===== config.mk =====
export PLATFORM = sky130hd
export DESIGN_NAME = if_id_stage_flat
export DESIGN_NICKNAME = d
export VERILOG_FILES = /design/src/rtl/if_id_stage_pkg.sv /design/src/rtl/if_id_stage_if.sv /design/src/rtl/if_id_stage_fetch_skid_buffer.sv /design/src/rtl/if_id_stage.sv /design/src/flat_wrapper.sv
export SDC_FILE = /design/constraint.sdc
export NUM_CORES = 1
export LEC_CHECK = 0
export CAP_MARGIN = 20
export CORE_ASPECT_RATIO = 0.75
export CORE_UTILIZATION = 30
export DETAILED_ROUTE_END_ITERATION = 7
export SLEW_MARGIN = 0
export SYNTH_ARGS = -nofsm -noshare
export SYNTH_HDL_FRONTEND = slang
export SYNTH_SLANG_ARGS = --single-unit

===== constraint.sdc =====
create_clock -name clk -period 2.4 [get_ports clk]
set_input_delay 0.36 -clock clk [delete_from_list [all_inputs] [get_ports clk]]
set_output_delay 0.36 -clock clk [all_outputs]
set_load 0.005 [all_outputs]

===== src/rtl/if_id_stage_pkg.sv =====
// Shared widths, FSM state encodings and bus types for the fetch front end.
package if_id_stage_pkg;

  localparam int ADDR_WIDTH       = 16;
  localparam int INST_WIDTH       = 32;
  localparam int FETCH_STATE_BITS = 2;

  typedef logic [ADDR_WIDTH-1:0] addr_t;
  typedef logic [INST_WIDTH-1:0] inst_t;

  typedef enum logic [FETCH_STATE_BITS-1:0] {
    ST_FETCH   = 2'd0,
    ST_WAIT    = 2'd1,
    ST_HOLD    = 2'd2,
    ST_DISCARD = 2'd3
  } fetch_state_e;

endpackage


===== src/rtl/if_id_stage_if.sv =====
// Instruction-memory request/acknowledge bus; the fetch stage is the master.
interface if_id_stage_if;
  import if_id_stage_pkg::*;

  logic  req;
  addr_t addr;
  logic  ack;
  inst_t data;

  modport master (output req, output addr, input ack, input data);
  modport slave  (input req, input addr, output ack, output data);

endinterface


===== src/rtl/if_id_stage_fetch_skid_buffer.sv =====
// One-entry {pc, instruction} holder that catches a response arriving while ID is stalled.
module if_id_stage_fetch_skid_buffer
  import if_id_stage_pkg::*;
(
  input  logic  clk,
  input  logic  reset,
  input  logic  clear,
  input  logic  load,
  input  logic  drain,
  input  addr_t load_pc,
  input  inst_t load_inst,
  output addr_t pc,
  output inst_t inst,
  output logic  full
);

  addr_t pc_reg;
  inst_t inst_reg;
  logic  full_reg;

  always_ff @(posedge clk) begin
    if (reset || clear) begin
      pc_reg   <= '0;
      inst_reg <= '0;
      full_reg <= 1'b0;
    end else if (load) begin
      pc_reg   <= load_pc;
      inst_reg <= load_inst;
      full_reg <= 1'b1;
    end else if (drain) begin
      full_reg <= 1'b0;
    end
  end

  assign pc   = pc_reg;
  assign inst = inst_reg;
  assign full = full_reg;

endmodule


===== src/rtl/if_id_stage.sv =====
// Fetch front end: owns the PC, runs one imem request at a time and feeds the IF/ID register.
module if_id_stage
  import if_id_stage_pkg::*;
#(
  parameter addr_t RESET_PC = '0,
  parameter addr_t ADDR_INC = addr_t'(1)
) (
  input  logic          clk,
  input  logic          reset,
  input  logic          stall,
  input  logic          flush,
  input  addr_t         flush_address,
  if_id_stage_if.master imem,
  output addr_t         pc_out,
  output inst_t         instruction_out,
  output logic          valid_out
);

  fetch_state_e state_reg, state_next;
  addr_t        pc_reg;
  addr_t        req_addr_reg;
  addr_t        cur_addr;
  addr_t        ifid_pc_reg;
  inst_t        ifid_inst_reg;
  logic         ifid_valid_reg;
  logic         flush_latch_reg;
  logic         in_flight;
  logic         accept;
  logic         skid_load;
  logic         skid_drain;
  logic         skid_full;
  addr_t        skid_pc;
  inst_t        skid_inst;

  // Every state except HOLD has a request on the bus.
  assign in_flight  = (state_reg != ST_HOLD);
  assign cur_addr   = (state_reg == ST_FETCH) ? pc_reg : req_addr_reg;
  assign imem.req   = in_flight && !reset;
  assign imem.addr  = reset ? '0 : cur_addr;
  assign accept     = imem.req && imem.ack && !flush &&
                      ((state_reg == ST_FETCH) || (state_reg == ST_WAIT));
  assign skid_load  = accept && stall;
  assign skid_drain = skid_full && !stall && !flush;

  always_comb begin
    state_next = state_reg;
    case (state_reg)
      ST_FETCH:   if (!imem.ack) state_next = ST_WAIT;
                  else if (stall) state_next = ST_HOLD;
      ST_WAIT:    if (imem.ack) state_next = stall ? ST_HOLD : ST_FETCH;
      ST_HOLD:    if (!stall) state_next = ST_FETCH;
      ST_DISCARD: if (imem.ack) state_next = ST_FETCH;
      default:    state_next = ST_FETCH;
    endcase
    // A redirect must still let an unacknowledged request finish on the bus.
    if (flush) state_next = (in_flight && !imem.ack) ? ST_DISCARD : ST_FETCH;
  end

  always_ff @(posedge clk) begin
    if (reset) begin
      state_reg       <= ST_FETCH;
      pc_reg          <= RESET_PC;
      req_addr_reg    <= '0;
      ifid_pc_reg     <= '0;
      ifid_inst_reg   <= '0;
      ifid_valid_reg  <= 1'b0;
      flush_latch_reg <= 1'b0;
    end else begin
      state_reg       <= state_next;
      flush_latch_reg <= flush;
      if (state_reg == ST_FETCH) req_addr_reg <= pc_reg;
      if (flush) begin
        pc_reg         <= flush_address;
        ifid_pc_reg    <= '0;
        ifid_inst_reg  <= '0;
        ifid_valid_reg <= 1'b0;
      end else begin
        if (accept) pc_reg <= cur_addr + ADDR_INC;
        if (!stall) begin
          if (accept) begin
            ifid_pc_reg    <= cur_addr;
            ifid_inst_reg  <= imem.data;
            ifid_valid_reg <= 1'b1;
          end else if (skid_full) begin
            ifid_pc_reg    <= skid_pc;
            ifid_inst_reg  <= skid_inst;
            ifid_valid_reg <= 1'b1;
          end else begin
            // Nothing new arrived: present a bubble so ID never sees a repeat.
            ifid_inst_reg  <= '0;
            ifid_valid_reg <= 1'b0;
          end
        end
      end
    end
  end

  if_id_stage_fetch_skid_buffer u_skid (
    .clk       (clk),
    .reset     (reset),
    .clear     (flush),
    .load      (skid_load),
    .drain     (skid_drain),
    .load_pc   (cur_addr),
    .load_inst (imem.data),
    .pc        (skid_pc),
    .inst      (skid_inst),
    .full      (skid_full)
  );

  assign pc_out          = flush_latch_reg ? '0   : ifid_pc_reg;
  assign instruction_out = flush_latch_reg ? '0   : ifid_inst_reg;
  assign valid_out       = flush_latch_reg ? 1'b0 : ifid_valid_reg;

endmodule


===== src/flat_wrapper.sv =====
// flat-port wrapper written by rule: the top's interface ports become plain ports
module if_id_stage_flat import if_id_stage_pkg::*;
#(
  parameter addr_t RESET_PC = '0,
  parameter addr_t ADDR_INC = addr_t'(1)
)
  (clk, reset, stall, flush, flush_address, pc_out, instruction_out, valid_out, imem_req, imem_addr, imem_ack, imem_data);
  if_id_stage_if imem_i ();
  input  logic clk;
  input  logic reset;
  input  logic stall;
  input  logic flush;
  input  addr_t flush_address;
  output addr_t pc_out;
  output inst_t instruction_out;
  output logic valid_out;
  output wire logic [$bits(imem_i.req)-1:0] imem_req;
  output wire logic [$bits(imem_i.addr)-1:0] imem_addr;
  input wire logic [$bits(imem_i.ack)-1:0] imem_ack;
  input wire logic [$bits(imem_i.data)-1:0] imem_data;
  assign imem_req = imem_i.req;
  assign imem_addr = imem_i.addr;
  assign imem_i.ack = imem_ack;
  assign imem_i.data = imem_data;
  if_id_stage #(.RESET_PC(RESET_PC), .ADDR_INC(ADDR_INC)) u_core (.clk(clk), .reset(reset), .stall(stall), .flush(flush), .flush_address(flush_address), .imem(imem_i), .pc_out(pc_out), .instruction_out(instruction_out), .valid_out(valid_out));
endmodule

==> reports/metrics.cfg, run 1 <==
[status]
status = finished, final reports clean

[final_layout]
nets = 924
area_growth_pct = 44.7
drive_above_1_share_pct = 15.5
diodes = 0

[global_routing]
grt_pass1_vias = 5281
grt_use_total_pct = 18.3
grt_pass1_wl_um = 28200
grt_max_degree = 60
antenna_found_initial = 0
overflow = 0

[power_and_ir_drop]
power_frac_comb_pct = 12.4
p_switching_w = 0.00148
p_int_w = 0.00411
clkPwrFrac_pct = 45.9
p_seq_share_pct = 41.7
p_sw_share_pct = 26.5
p_total_w = 0.00559
cellPowerDensity_mw_per_mm2 = 659
ir_drop_mv = 0.424
leakage_nw = 3.09

[setup_path]
crit_end = imem_addr[9]
reg2reg_slack_ps = 80
startpoint = u_core.state_reg[0]$_SDFFE_PP0P_
worst_setup_path_start_kind = flop
cp_max_fo = 8
arrival_ps = 1970
cp-end-kind = primary output
ff2ff_path_depth = 7
worst-setup-path-type = reg -> out
rr_startpoint = u_core.state_reg[1]$_SDFFE_PP0P_
required_ps = 2040
r2r-end = u_core.pc_reg[15]$_SDFFE_PP0P_

[cts]
clk_path_buf_depth = 2
cts_buffers = 17
clkSinkCount = 133
postCtsHoldBufs = 0
clockRootBuffer = clkbuf_16
cts_tree = built
h-tree-depth = 4
clkLatencyLatePin_ps = 430
cts.clk_slew.worst_paths_ps = 60

[timing]
fin_worst_skew_ps = 15.0
period_minus_slack_ps = 2330
maxSlewHeadroom_pct = 60.7
finalCritPeriodShare_pct = 97.2
tightest_slew_ps = 590
setup_tns_ps = 0
rsz0062_at_grt = yes
setup_viol = 0
drv_slew = 0
max_freq_mhz = 428
finalHoldViolations = 0

[routing]
route.detailed.drc = 0
vias = 5615
vias_per_cell = 4.97
drt-total-wl_um = 17700
wl_per_cell_um = 15.7
dr.pass1.iters = 5
first_iter_violations = 403
ant_nets = 0

[placed_design]
io_buffer_count = 118
hpwl_um = 11700
gp_congestion = 0.808

[floorplan]
die_area_mm2 = 0.0201
fp.coreArea_mm2 = 0.0188
initial_utilization_pct = 31.2
die_h_um = 123
die_x_um = 164
row_count = 43
num_io_pins = 119

[synth]
yosys_warnings = 0
synth_seq_cells = 133
ys_top_cells_by_count = dfxtp_1 (133), nand2_1 (112), nor2_1 (102)
ys_async_sr_fraction_pct = 0
syn_inst = 730
synth_cell_types = 45
syn_area_per_cell_um2 = 8.04
synth-edff-count = 0
synth_area_mm2 = 0.00587
synth_top_area_share_pct = 45.4
seq_area_frac_synth_pct = 45.4
ys_top_cells_by_area = dfxtp_1 (45%), nand2_1 (7.2%), nor2_1 (6.5%)
yosys_most_used_dff = dfxtp_1
synth.largest_area_cell = dfxtp_1
syn_nets = 784
yosysMostFrequentCell = dfxtp_1

[worst_hold_path]
hold_depth = 2
hp-class = reg -> reg

[run]
maxCapViolations = 0

[metrics by stage]
step	worst slack, ps	hold WS (ps)	utilization, %	instance area (µm²)	cells
3_3_place_gp	33.0	436	40.1	7550	1078
6_report	66.2	452	45.1	8490	1130
5_1_grt	-36.5	473	45.1	8490	1130
3_5_place_dp	17.9	445	40.1	7550	1078
2_1_floorplan	9.51	427	-	5880	730
4_1_cts	-11.2	453	44.5	8390	1122
[cell type report]
type / count / area [µm²]
Timing Repair Buffer: 185 / 1790
Tap cell: 247 / 309
Clock inverter: 14 / 143
Clock buffer: 18 / 439
Sequential cell: 133 / 2670
Inverter: 4 / 15.0
Fill cell: 1849 / 10300
Multi-Input combinational cell: 529 / 3120
[per-layer routing]
layer / GRT usage, % / part of all wire [%] / vias to the layer above
met5: 0 / 0 / -
met4: 5.15 / 1.0 / 0
met3: 4.73 / 6.8 / 15
met2: 25.7 / 40 / 166
met1: 27.0 / 52 / 2613
li1: - / - / 2821
[critical path, cell delays in order (launching register included)]
cell	delay, ps
dfxtp_4	370
buf_4	150
nor2_4	160
buf_8	150
buf_6	130
mux2i_4	230
nor2_1	80
dlygate4sd2_1	270
[logic make-up after synthesis]
| group | share of synthesized area, % |
|---|---|
| AOI/OAI and AO/OA | 16.4 |
| and+or+nand+nor | 29.2 |
| buffers and inverters | 4.56 |
| DFF | 45.4 |
| adders and majority gates | 0.213 |
| muxes | 2.75 |
| xor gates and xnor gates | 1.49 |
[cell usage in the layout, fill, tap and decap left out, drive strengths merged, types with 3 or more instances in the layout]
cell type / Yosys / routed
a211oi: 28 / 28
a21oi: 43 / 43
a22oi: 5 / 5
a311oi: 32 / 32
and2: 3 / 3
buf: 10 / 67
clkbuf: 54 / 21
clkdlybuf4s15: 0 / 3
clkdlybuf4s50: 0 / 102
clkinv: 0 / 3
clkinvlp: 0 / 3
dfxtp: 133 / 133
dlygate4sd2: 0 / 8
inv: 4 / 11
mux2i: 15 / 15
nand2: 113 / 113
nand3: 61 / 61
nor2: 102 / 102
nor2b: 52 / 52
nor3b: 12 / 12
o211ai: 8 / 8
o21ai: 7 / 7
o22ai: 8 / 8
or3b: 3 / 3
or4bb: 3 / 3
xnor2: 10 / 10
[power by group through the flow]
stage	clock network (W)	logic [W]	registers (W)
6_report	0.00257	0.000694	0.00234
5_1_grt	0.00273	0.000750	0.00234
4_1_cts	0.00263	0.000665	0.00233
3_5_place_dp	0	0.000593	0.00237
3_3_place_gp	0	0.000594	0.00237
2_1_floorplan	0	0.000304	0.00235
[timing repair]
item                       in CTS  in global routing
resized for setup              52                 20
setup buffers                  12                  8
setup endpoints to repair      65                 13
pin swaps                       0                  7
[worst min path at each step]
stage	startpoint	end	slack, ps
6_report	u_core.ifid_pc_reg[14]$_SDFFE_PP0P_	u_core.ifid_pc_reg[14]$_SDFFE_PP0P_	450
5_1_grt	u_core.u_skid.inst[30]$_SDFFE_PP0P_	u_core.u_skid.inst[30]$_SDFFE_PP0P_	470
4_1_cts	u_core.ifid_pc_reg[14]$_SDFFE_PP0P_	u_core.ifid_pc_reg[14]$_SDFFE_PP0P_	450
3_5_place_dp	u_core.ifid_pc_reg[14]$_SDFFE_PP0P_	u_core.ifid_pc_reg[14]$_SDFFE_PP0P_	450
3_3_place_gp	u_core.ifid_pc_reg[14]$_SDFFE_PP0P_	u_core.ifid_pc_reg[14]$_SDFFE_PP0P_	440
2_1_floorplan	u_core.ifid_pc_reg[0]$_SDFFE_PP0P_	u_core.ifid_pc_reg[0]$_SDFFE_PP0P_	430
Note: power is estimated with default switching activity, not from simulation.
==> run 2, diff against run 1 <==
CORE_ASPECT_RATIO = 1.2   (was 0.75)
==> reports/metrics.cfg, run 2 (synthesis gave the netlist of run 1 again) <==
[final_layout]
nets = 921
final_common_cell = dfxtp_1
area_growth_pct = 42.3
fillers = 1906
drive_above_1_share_pct = 13.8
post-route-util_pct = 44.0
finalNonFillerCells = 1136
diodes = 0
final_cell_mix = dfxtp_1 (130), clkdlybuf4s50_1 (113), nand2_1 (110), nor2_1 (96), nand3_1 (61)

[global_routing]
antenna_found_initial = 0
grt_max_degree = 53
grt_pass1_wl_um = 27200
overflow = 0
grt_pass1_vias = 5117
grt_use_total_pct = 17.5

[floorplan]
num_io_pins = 119
row_count = 55
fp.coreArea_mm2 = 0.0190
die_x_um = 130
initial_utilization_pct = 30.9
die_area_mm2 = 0.0201
die_h_um = 155

[setup_path]
cp_max_fo = 11
rr_startpoint = u_core.state_reg[1]$_SDFFE_PP0P_
worst_setup_path_start_kind = flop
required_ps = 2040
worst-setup-path-type = reg -> out
startpoint = u_core.state_reg[0]$_SDFFE_PP0P_
reg2reg_slack_ps = -10
cp-end-kind = primary output
arrival_ps = 2060
r2r-end = u_core.pc_reg[15]$_SDFFE_PP0P_
crit_end = imem_addr[10]
ff2ff_path_depth = 6

[power_and_ir_drop]
cellPowerDensity_mw_per_mm2 = 653
clkPwrFrac_pct = 45.7
ir_drop_mv = 0.471
p_switching_w = 0.00131
leakage_nw = 3.04
p_int_w = 0.00414
p_seq_share_pct = 42.6
p_sw_share_pct = 24.1
power_frac_comb_pct = 11.7

[routing]
dr.pass1.iters = 4
route.detailed.drc = 0
ant_nets = 0
drt-total-wl_um = 17400
vias = 5525
first_iter_violations = 418
wl_per_cell_um = 15.3
vias_per_cell = 4.86

[timing]
rsz0062_at_grt = yes
tightest_slew_ps = 520
fin_hold_ws_ps = 447
max_freq_mhz = 414
finalHoldViolations = 0
fin_worst_skew_ps = 7.51
maxSlewHeadroom_pct = 65.3
setup_viol = 3
period_minus_slack_ps = 2420
finalCritPeriodShare_pct = 101
setup_slack_ps = -16.0
drv_slew = 0

[cts]
clk_path_buf_depth = 2
cts_tree = built
h-tree-depth = 4
clockRootBuffer = clkbuf_16
clkLatencyLatePin_ps = 420
cts.clk_slew.worst_paths_ps = 60
cts_buffers = 17
postCtsHoldBufs = 0
clkSinkCount = 133

[run]
maxCapViolations = 0

[worst_hold_path]
hp-class = reg -> reg

[status]
violations = negative setup slack
status = complete, but fails checks

[placed_design]
gp_congestion = 0.859
dp.cells = 1094
io_buffer_count = 118
hpwl_um = 11700

[run 2: changes by cell type in the layout (fill, tap and decap cells not counted), moves of 3 or more]
cell | previous run | this run
mux2i_1 | 3 | 9
dlygate4sd2_1 | 8 | 3
buf_8 | 4 | 0
inv_6 | 6 | 0
clkinv_2 | 0 | 6
clkdlybuf4s50_1 | 102 | 113
clkbuf_2 | 3 | 0
clkbuf_1 | 0 | 4
mux2i_4 | 9 | 1
[run 2: how the worst min path moves through the flow]
stage	start	endpoint	slack (ps)	cells past startpoint
floorplan	u_core.ifid_pc_reg[0]$_SDFFE_PP0P_	u_core.ifid_pc_reg[0]$_SDFFE_PP0P_	430	2
global placement	u_core.ifid_pc_reg[14]$_SDFFE_PP0P_	u_core.ifid_pc_reg[14]$_SDFFE_PP0P_	440	2
detailed placement	u_core.ifid_pc_reg[14]$_SDFFE_PP0P_	u_core.ifid_pc_reg[14]$_SDFFE_PP0P_	440	2
CTS	u_core.ifid_pc_reg[14]$_SDFFE_PP0P_	u_core.ifid_pc_reg[14]$_SDFFE_PP0P_	450	2
global route	u_core.u_skid.inst[17]$_SDFFE_PP0P_	u_core.u_skid.inst[17]$_SDFFE_PP0P_	460	2
finish	u_core.ifid_pc_reg[14]$_SDFFE_PP0P_	u_core.ifid_pc_reg[14]$_SDFFE_PP0P_	450	2
[run 2: power by group through the flow]
stage	sequential, W	clock [W]	combinational, W
global route	0.00233	0.00264	0.000693
CTS	0.00232	0.00255	0.000624
finish	0.00232	0.00250	0.000638
floorplan	0.00235	0	0.000304
detailed placement	0.00237	0	0.000611
global placement	0.00237	0	0.000611
[run 2: cell type report]
type / instances / area, µm² / area share, %
flip-flops and latches: 133 / 2670 / 32.0
well taps: 256 / 320 / 3.83
clock inverters: 10 / 106 / 1.27
multi-input cells: 529 / 3020 / 36.2
inverters: 4 / 15.0 / 0.180
repair buffers: 182 / 1760 / 21.1
clock buffers: 22 / 454 / 5.44
[run 2: critical path, cell delays in order, from the launching register on]
cell	delay [ps]
dfxtp_4	430
nor2_4	60
buf_4	150
buf_4	160
mux2i_2	160
nor2_1	140
clkdlybuf4s50_1	530
[run 2: timing repair]
item	in CTS	in global routing
pin swaps	4	7
gates resized for setup	15	12
endpoints found under the setup margin	19	10
buffers inserted	5	6
[run 2: layer usage]
metal  up-vias  routed length [µm]  global-route usage [%]
li1       2821                   -                       -
met1      2553                7530                    21.4
met2       126                8800                    30.0
met3        25                 683                    3.34
met4         0                 354                    6.92
met5         -                   0                       0
[run 2: per-stage QoR]
stage          worst slack, ps  instance area [µm²]  setup TNS [ps]  total power, W
6_report                 -16.0                 8360           -31.6         0.00546
5_1_grt                  -87.6                 8360            -424         0.00566
4_1_cts                  -5.80                 8280           -7.18         0.00549
3_5_place_dp             -31.5                 7650           -39.4         0.00298
3_3_place_gp              17.3                 7650               0         0.00298
2_1_floorplan             9.51                 5880               0         0.00265
